==> src/rtl/img_stream_pkg.sv <==
// img_stream_pkg: shared states, pattern codes and LFSR constants for the image stream generator
package img_stream_pkg;

    typedef enum logic [2:0] {
        ST_IDLE,
        ST_VSYNC,
        ST_VBACK,
        ST_ACTIVE,
        ST_VFRONT
    } state_t;

    localparam logic [1:0] PAT_HRAMP = 2'd0;
    localparam logic [1:0] PAT_VRAMP = 2'd1;
    localparam logic [1:0] PAT_CHECK = 2'd2;
    localparam logic [1:0] PAT_LFSR  = 2'd3;

    localparam logic [15:0] LFSR_SEED = 16'hACE1;
    // Right-shifting form of x^16+x^14+x^13+x^11+1: feedback from bits 0,2,3,5
    localparam logic [15:0] LFSR_TAPS = 16'h002D;

    function automatic int max2(input int a, input int b);
        return a > b ? a : b;
    endfunction

endpackage

==> src/rtl/img_lfsr16.sv <==
// img_lfsr16: 16-bit Fibonacci LFSR with synchronous reload and advance enable
module img_lfsr16
    import img_stream_pkg::*;
(
    input  logic        clk,
    input  logic        rst,
    input  logic        load,
    input  logic        advance,
    output logic [15:0] q
);

    always_ff @(posedge clk or posedge rst) begin
        if (rst)
            q <= LFSR_SEED;
        else if (load)
            q <= LFSR_SEED;
        else if (advance)
            q <= {^(q & LFSR_TAPS), q[15:1]};
    end

endmodule

==> src/rtl/img_stream_gen.sv <==
// img_stream_gen: frame timing generator emitting vsync/href and a selectable test pattern
module img_stream_gen
    import img_stream_pkg::*;
#(
    parameter int DATA_WIDTH = 8,
    parameter int H_ACTIVE   = 640,
    parameter int H_BLANK    = 160,
    parameter int V_ACTIVE   = 480,
    parameter int V_SYNC     = 2,
    parameter int V_BACK     = 33,
    parameter int V_FRONT    = 10
) (
    input  logic                  clk,
    input  logic                  rst,
    input  logic                  start,
    input  logic                  cont,
    input  logic [1:0]            pattern_sel,
    output logic                  per_frame_vsync,
    output logic                  per_frame_href,
    output logic [DATA_WIDTH-1:0] per_img_y,
    output logic                  busy,
    output logic                  frame_done
);

    localparam int H_TOTAL = H_ACTIVE + H_BLANK;
    localparam int V_MAX   = max2(max2(V_SYNC, V_BACK), max2(V_ACTIVE, V_FRONT));
    localparam int XW      = $clog2(H_TOTAL);
    localparam int LW      = $clog2(V_MAX);
    localparam int YW      = $clog2(V_ACTIVE + 1);

    state_t                state, nstate;
    logic [XW-1:0]         x, nx;
    logic [LW-1:0]         lc, nlc, lines_m1;
    logic [YW-1:0]         y, ny;
    logic [1:0]            pat, npat;
    logic [15:0]           lfsr_q;
    logic                  line_end, last_line, frame_end, new_frame, nhref, ck;
    logic [DATA_WIDTH-1:0] npix;

    img_lfsr16 u_lfsr (
        .clk     (clk),
        .rst     (rst),
        .load    (new_frame),
        .advance (nhref),
        .q       (lfsr_q)
    );

    always_comb begin
        lines_m1  = state == ST_VSYNC  ? LW'(V_SYNC - 1)   :
                    state == ST_VBACK  ? LW'(V_BACK - 1)   :
                    state == ST_ACTIVE ? LW'(V_ACTIVE - 1) : LW'(V_FRONT - 1);
        line_end  = x == XW'(H_TOTAL - 1);
        last_line = line_end && lc == lines_m1;
        frame_end = state == ST_VFRONT && last_line;
        new_frame = (state == ST_IDLE && start) || (frame_end && cont);
        nx        = (state == ST_IDLE || line_end) ? '0 : x + 1'b1;
        nlc       = !line_end ? lc : last_line ? '0 : lc + 1'b1;
        ny        = (state == ST_ACTIVE && line_end) ? y + 1'b1 : y;
        nstate    = !last_line          ? state     :
                    state == ST_VSYNC   ? ST_VBACK  :
                    state == ST_VBACK   ? ST_ACTIVE :
                    state == ST_ACTIVE  ? ST_VFRONT :
                    state == ST_VFRONT  ? ST_IDLE   : state;
        npat      = pat;
        if (new_frame) begin
            nstate = ST_VSYNC;
            nx     = '0;
            nlc    = '0;
            ny     = '0;
            npat   = pattern_sel;
        end
        nhref = nstate == ST_ACTIVE && nx < XW'(H_ACTIVE);
        ck    = 1'((16'(nx) >> 3) ^ (16'(ny) >> 3));
        npix  = !nhref               ? '0               :
                npat == PAT_HRAMP    ? DATA_WIDTH'(nx)  :
                npat == PAT_VRAMP    ? DATA_WIDTH'(ny)  :
                npat == PAT_CHECK    ? {DATA_WIDTH{ck}} : DATA_WIDTH'(lfsr_q);
    end

    // Outputs are registered from next-state values so they align with the state they describe
    always_ff @(posedge clk or posedge rst) begin
        if (rst) begin
            state           <= ST_IDLE;
            x               <= '0;
            lc              <= '0;
            y               <= '0;
            pat             <= PAT_HRAMP;
            per_frame_vsync <= 1'b0;
            per_frame_href  <= 1'b0;
            per_img_y       <= '0;
            busy            <= 1'b0;
            frame_done      <= 1'b0;
        end else begin
            state           <= nstate;
            x               <= nx;
            lc              <= nlc;
            y               <= ny;
            pat             <= npat;
            per_frame_vsync <= nstate == ST_VSYNC;
            per_frame_href  <= nhref;
            per_img_y       <= npix;
            busy            <= nstate != ST_IDLE;
            frame_done      <= nstate == ST_VFRONT && nx == XW'(H_TOTAL - 1) && nlc == LW'(V_FRONT - 1);
        end
    end

endmodule
==> config.mk <==
export PLATFORM = sky130hd
export DESIGN_NAME = img_stream_gen
export DESIGN_NICKNAME = d
export VERILOG_FILES = /design/src/rtl/img_stream_pkg.sv /design/src/rtl/img_lfsr16.sv /design/src/rtl/img_stream_gen.sv
export SDC_FILE = /design/constraint.sdc
export NUM_CORES = 1
export LEC_CHECK = 0
export CORE_MARGIN = 10
export CORE_UTILIZATION = 55
export DETAILED_ROUTE_END_ITERATION = 10
export PLACE_DENSITY = 0.84
export SETUP_SLACK_MARGIN = 0.3
export SLEW_MARGIN = 25
export SYNTH_ARGS = -nofsm -noshare
export SYNTH_HDL_FRONTEND = slang
export SYNTH_HIERARCHICAL = 1
export SYNTH_SLANG_ARGS = --single-unit
export TNS_END_PERCENT = 1
==> constraint.sdc <==
create_clock -name clk -period 3.1 [get_ports clk]
set_input_delay 0.465 -clock clk [delete_from_list [all_inputs] [get_ports clk]]
set_output_delay 0.465 -clock clk [all_outputs]
set_load 0.005 [all_outputs]
==> results.yml, run 1 <==
clock_network:
  root_buffer: "clkbuf_8"
  cts_buffers: 9
  path_clk_slew_ns: 0.07
  postCtsHoldBufs: 0
  clk_latency_ns: 0.34
  cts.sinks: 60
  cts_buffer_depth: 2
  cts_tree: "done"
  h-tree-depth: 3
routing:
  route.vias.total: 2435
  wl_mm: 6.85
  routedWlPerCell_um: 16.0
  drc: 0
  dr.first_iter.drc_count: 241
  drt-pass1-iter-count: 4
  antenna_left: 0
  vias_per_cell: 5.69
logic_synthesis:
  synth_top_flop_cell: "dfrtp_1"
  synth_area_leaders: "dfrtp_1 42%, dfstp_2 6.7%, mux2i_1 5.8%, nor2_1 4.8%, xnor2_1 4.5%"
  yosysMostFrequentCell: "dfrtp_1"
  yosysTopAreaCell: "dfrtp_1"
  ys_ff_latch: 60
  synthTopCellsByCount: "52 x dfrtp_1, 40 x nor2_1, 29 x nand2_1"
  synthesis.nets: 328
  synthCells: 319
  ys_types: 53
  syn_avg_cell_area_um2: 9.79
  ys_seq_area_share_pct: 48.4
  yosys.area.top_type_share_pct: 41.7
  yosys_warnings: 6
  netlist_area_um2: 3120
  async_reset_ff_share_pct: 100
  synth-edff-count: 0
worst_setup_path:
  ff2ff_path_depth: 9
  cp.required_ns: 3.34
  cpPeakStageDelay_ns: 0.45
  critPathKind: "flop to flop"
  cp_max_fo: 8
  slowest_stage: "dfrtp_2"
  cp_data_arrival_time_ns: 2.94
  cp-start-kind: "flop"
  end_kind: "flop"
  timing.critical_path.cells: "or3_4, or3_4, a21oi_2, o21ai_4, o21ai_4, buf_12, mux2_2, nor2b_1, nor3_1"
timing:
  slew_headroom_pct: 52.2
  tightestPinTransition_ns: 0.712
  setup_viol: 0
  layout_setup_ws_ns: 0.404
  fin_crit_ns: 2.70
  setup_tns_ns: 0
  skew_ns: 0.00929
  fin_crit_sh_pct: 87.0
  hold_violations: 0
  fmax_ghz: 0.371
  slew_viol_final: 0
  rsz0062_at_grt: "true"
pwr:
  p_int_uw: 1190
  pwr_density_cell_nw_per_um2: 410
  power.switching_uw: 328
  swShare_pct: 21.7
  leakagePower_uw: 0.00141
  clockPowerShare_pct: 46.5
  pwr-share-comb_pct: 1.7
  p_seq_share_pct: 51.8
  vdd_drop_max_uv: 292
  total_power_uw: 1510
die:
  dieArea_um2: 9090
  start_util_pct: 56.7
  die_y_um: 95.3
  die_x_um: 95.3
  fp.coreArea_um2: 5510
  num_rows: 27
  num_io_pins: 18
place:
  place_inst: 404
  gp_congestion: 0.923
  post-dp-hpwl_mm: 4.93
  dp_worst_setup_slack_ns: 0.236
  port_buffers: 17
grt:
  use_met2_pct: 25.6
  use_met3_pct: 5.11
  grt_antenna_before_repair: 0
  grt_pass1_vias: 2399
  grt_use_total_pct: 16.3
  grt_max_degree: 32
  grt_overflow: 0
  grt_first_pass_wirelength_mm: 11.6
  use_met1_pct: 20.3
  busiest_layer: "met2"
layout:
  fillCellCount: 416
  syn_to_final_growth_pct: 18.2
  drive_gt1_share_pct: 15.4
  antenna_cells: 0
  layout.nets: 360
  final_cells: 428
  multi_input_area_um2: 1530
  ff_latch_area_um2: 1510
  utilization_pct: 67.0
job:
  max-cap-violations: 0
worst_hold_path:
  worstHoldPathType: "primary input to async pin"
outcome:
  status: "completed"
[metrics by stage]
stage / cell area, um^2 / hold WS [ns]
after detailed placement: 3370 / 0.504
final: 3690 / 0.500
after global routing: 3690 / 0.538
after global placement: 3370 / 0.483
after floorplan: 3120 / 0.373
after CTS: 3600 / 0.505
[repair_timing]
action / CTS / global route
gates resized for setup: 1 / 8
pin swaps: 1 / 2
buffers inserted: 3 / 5
setup endpoints to repair: 8 / 29
[layer usage]
metal / part of all wire, % / vias up
met1: 44 / 1190
li1: - / 1177
met2: 49 / 55
met5: 0 / -
met3: 5.0 / 13
met4: 2.1 / 0
[critical path, delay by kind of cell (launching register included)]
| family | cells | cell delay [ns] |
|---|---|---|
| buffers and inverters | 1 | 0.14 |
| muxes | 1 | 0.38 |
| AOI/OAI and AO/OA | 3 | 0.47 |
| DFF | 1 | 0.45 |
| and+or+nand+nor | 4 | 1.17 |
[path summary, 6_finish.rpt]
path                                   start      endpoint  slack [ns]
worst min register to register  u_lfsr/q[12]  u_lfsr/q[11]        0.51
worst max register to register          x[5]  per_img_y[4]        0.40
worst min-delay path                     rst  per_img_y[6]        0.50
worst max-delay path                    x[5]  per_img_y[4]        0.40
max in group asynchronous                rst      state[0]        2.08
min in group clk                u_lfsr/q[12]  u_lfsr/q[11]        0.51
[final cells by class]
type	count	share of cell area (%)
clock buffers	11	3.83
repair buffers	33	8.31
multi-input cells	234	41.4
clock inverters	5	1.66
well taps	72	2.44
inverters	13	1.36
flip-flops and latches	60	41.0
[state kept, by name, indices dropped and copies added (netlist names)]
register	count
u_lfsr/q	16
x	10
lc	9
per_img_y	8
y	8
state	3
pat	2
busy	1
frame_done	1
per_frame_href	1
per_frame_vsync	1
[power by group through the flow]
stage,registers (uW),logic (uW),clock network [uW]
after floorplan,798,12.8,0
final,783,26.4,704
after CTS,783,27.3,723
after detailed placement,798,27.3,0
after global placement,798,26.7,0
after global routing,783,30.4,759
[cells in the final DEF (no fill, tap or decap), drive strengths merged, types with 3 or more instances in the layout]
cell type	count
nand3	12
nor3	20
clkinvlp	3
or3	6
xor2	12
clkinv	3
buf	16
a211oi	9
and3	3
nand2	29
nor2	40
clkdlybuf4s50	17
a21oi	8
clkbuf	11
nand4	11
nor2b	9
dfstp	8
o21ai	10
dfrtp	52
xnor2	16
nand2b	3
nor4	3
mux2i	18
ha	3
inv	11
[cells by family (layout without fill, tap and decap cells)]
kind of cell | count (synthesis) | in the layout | share of synthesized area (%)
and+or+nand+nor | 143 | 143 | 23.1
AOI/OAI and AO/OA | 39 | 39 | 8.66
xor gates and xnor gates | 28 | 28 | 7.86
DFF | 60 | 60 | 48.4
muxes | 20 | 20 | 6.61
buffers and inverters | 25 | 62 | 3.85
adders and majority gates | 4 | 4 | 1.52
No activity file was read; power rests on OpenSTA's default activity.
==> run 2: changes to the inputs <==
- CORE_UTILIZATION: 55 -> 50
- PLACE_DENSITY: 0.84 -> 0.79
==> results.yml, run 2 (synthesis results as in run 1) <==
worst_setup_path:
  r2r-end: "per_img_y[3]"
  slowest_stage: "dfrtp_1"
  rr_startpoint: "x[5]"
  critPathKind: "flop to flop"
  ff2ff_path_depth: 10
  timing.critical_path.cells: "or3_4, or3_1, a21oi_2, o21ai_4, o21ai_4, buf_4, mux2i_1, buf_4, a211oi_1, a211oi_1"
  crit_family: "compound AO/OA/AOI/OAI gates"
  cpPeakStageDelay_ns: 0.44
  cp_data_arrival_time_ns: 2.95
  end_kind: "flop"
  path_buf_inv: 2
  cp-start-kind: "flop"
  cp_max_fo: 10
  r2r_slack_ns: 0.40
  cp.required_ns: 3.34
pwr:
  leakagePower_uw: 0.00140
  p_int_uw: 1160
  vdd_drop_max_uv: 342
  pwr_density_cell_nw_per_um2: 413
  swShare_pct: 22.9
  power.switching_uw: 345
  pwr-share-comb_pct: 1.6
  clockPowerShare_pct: 46.4
  p_seq_share_pct: 51.9
die:
  num_io_pins: 18
  die_y_um: 99.0
  start_util_pct: 52.1
  die_x_um: 99.0
  dieArea_um2: 9800
  fp.coreArea_um2: 5990
  num_rows: 28
timing:
  setup_viol: 0
  rsz0062_at_grt: "true"
  skew_ns: 0.00811
  slew_viol_final: 0
  setup_tns_ns: 0
  fmax_ghz: 0.370
  slew_headroom_pct: 58.1
  hold_violations: 0
  tightestPinTransition_ns: 0.623
  fin_crit_ns: 2.70
  fin_crit_sh_pct: 87.2
  finalHoldWorstSlack_ns: 0.506
clock_network:
  h-tree-depth: 3
  cts_buffer_depth: 2
  path_clk_slew_ns: 0.07
  cts_buffers: 9
  cts_tree: "done"
  postCtsHoldBufs: 0
  cts.sinks: 60
  root_buffer: "clkbuf_8"
  clk_latency_ns: 0.35
layout:
  largest_reg_flops: 16
  top_register: "u_lfsr/q"
  utilization_pct: 61.0
  drive_gt1_share_pct: 14.4
  layout_commonest_cell: "dfrtp_1"
  layout.nets: 357
  multi_input_area_um2: 1530
  antenna_cells: 0
  ff_latch_area_um2: 1510
  fillCellCount: 470
  reg_top3: "u_lfsr/q (16), x (10), lc (9)"
  final_cell_mix: "50 x dfrtp_1, 40 x nor2_1, 29 x nand2_1, 18 x nor3_1, 18 x mux2i_1"
  syn_to_final_growth_pct: 17.1
routing:
  vias_per_cell: 5.61
  dr.first_iter.drc_count: 200
  antenna_left: 0
  routedWlPerCell_um: 15.7
  route.vias.total: 2402
  drc: 0
  drt-pass1-iter-count: 4
  wl_mm: 6.71
place:
  post-dp-hpwl_mm: 4.75
  port_buffers: 17
  gp_congestion: 0.860
job:
  max-cap-violations: 0
grt:
  grt_antenna_before_repair: 0
  grt_pass1_vias: 2296
  grt_max_degree: 45
  grt_overflow: 0
  grt_use_total_pct: 14.0
  grt_first_pass_wirelength_mm: 11.2
worst_hold_path:
  worstHoldPathType: "primary input to async pin"
outcome:
  status: "completed"
[run 2: how the worst max path moves through the flow]
stage          cells after the start  startpoint            to  slack [ns]
2_1_floorplan                     12        x[0]  u_lfsr/q[15]        0.33
3_3_place_gp                       9        x[0]  per_img_y[6]        0.40
3_5_place_dp                       9        x[0]  per_img_y[2]        0.33
4_1_cts                            9        x[0]  per_img_y[0]        0.30
5_1_grt                           10        x[5]  per_img_y[3]        0.26
6_report                          10        x[5]  per_img_y[3]        0.40
[run 2: metrics by stage]
stage / instance area (um^2) / instances / worst slack [ns] / power [uW]
2_1_floorplan: 3120 / 319 / 0.327 / 810
6_report: 3650 / 428 / 0.397 / 1510
5_1_grt: 3650 / 428 / 0.257 / 1570
3_5_place_dp: 3380 / 408 / 0.328 / 824
4_1_cts: 3600 / 427 / 0.304 / 1530
3_3_place_gp: 3380 / 408 / 0.397 / 824
[run 2: layer usage]
metal | part of all wire [%] | up-vias | global-route usage (%)
met5 | 0 | - | 0
met4 | 2.5 | 0 | 5.73
met3 | 5.2 | 16 | 4.54
met2 | 49 | 69 | 22.6
met1 | 44 | 1146 | 16.8
li1 | - | 1171 | -
[run 2: repair_timing]
action	in CTS	in global routing
endpoints found under the setup margin	1	25
pin swaps	1	1
resized for setup	0	8
buffers inserted	3	1
[run 2: cell type report]
cell class | instances | area share [%]
Clock inverter | 7 | 2.09
Tap cell | 75 | 2.57
Inverter | 13 | 1.34
Timing Repair Buffer | 30 | 7.33
Sequential cell | 60 | 41.4
Clock buffer | 9 | 3.39
Multi-Input combinational cell | 234 | 41.9
[run 2: power by group through the flow]
stage | combinational, uW | clock [uW] | sequential, uW
6_report | 24.9 | 700 | 783
5_1_grt | 28.1 | 755 | 783
4_1_cts | 26.2 | 721 | 783
3_5_place_dp | 26.1 | 0 | 798
3_3_place_gp | 25.9 | 0 | 798
2_1_floorplan | 12.8 | 0 | 798
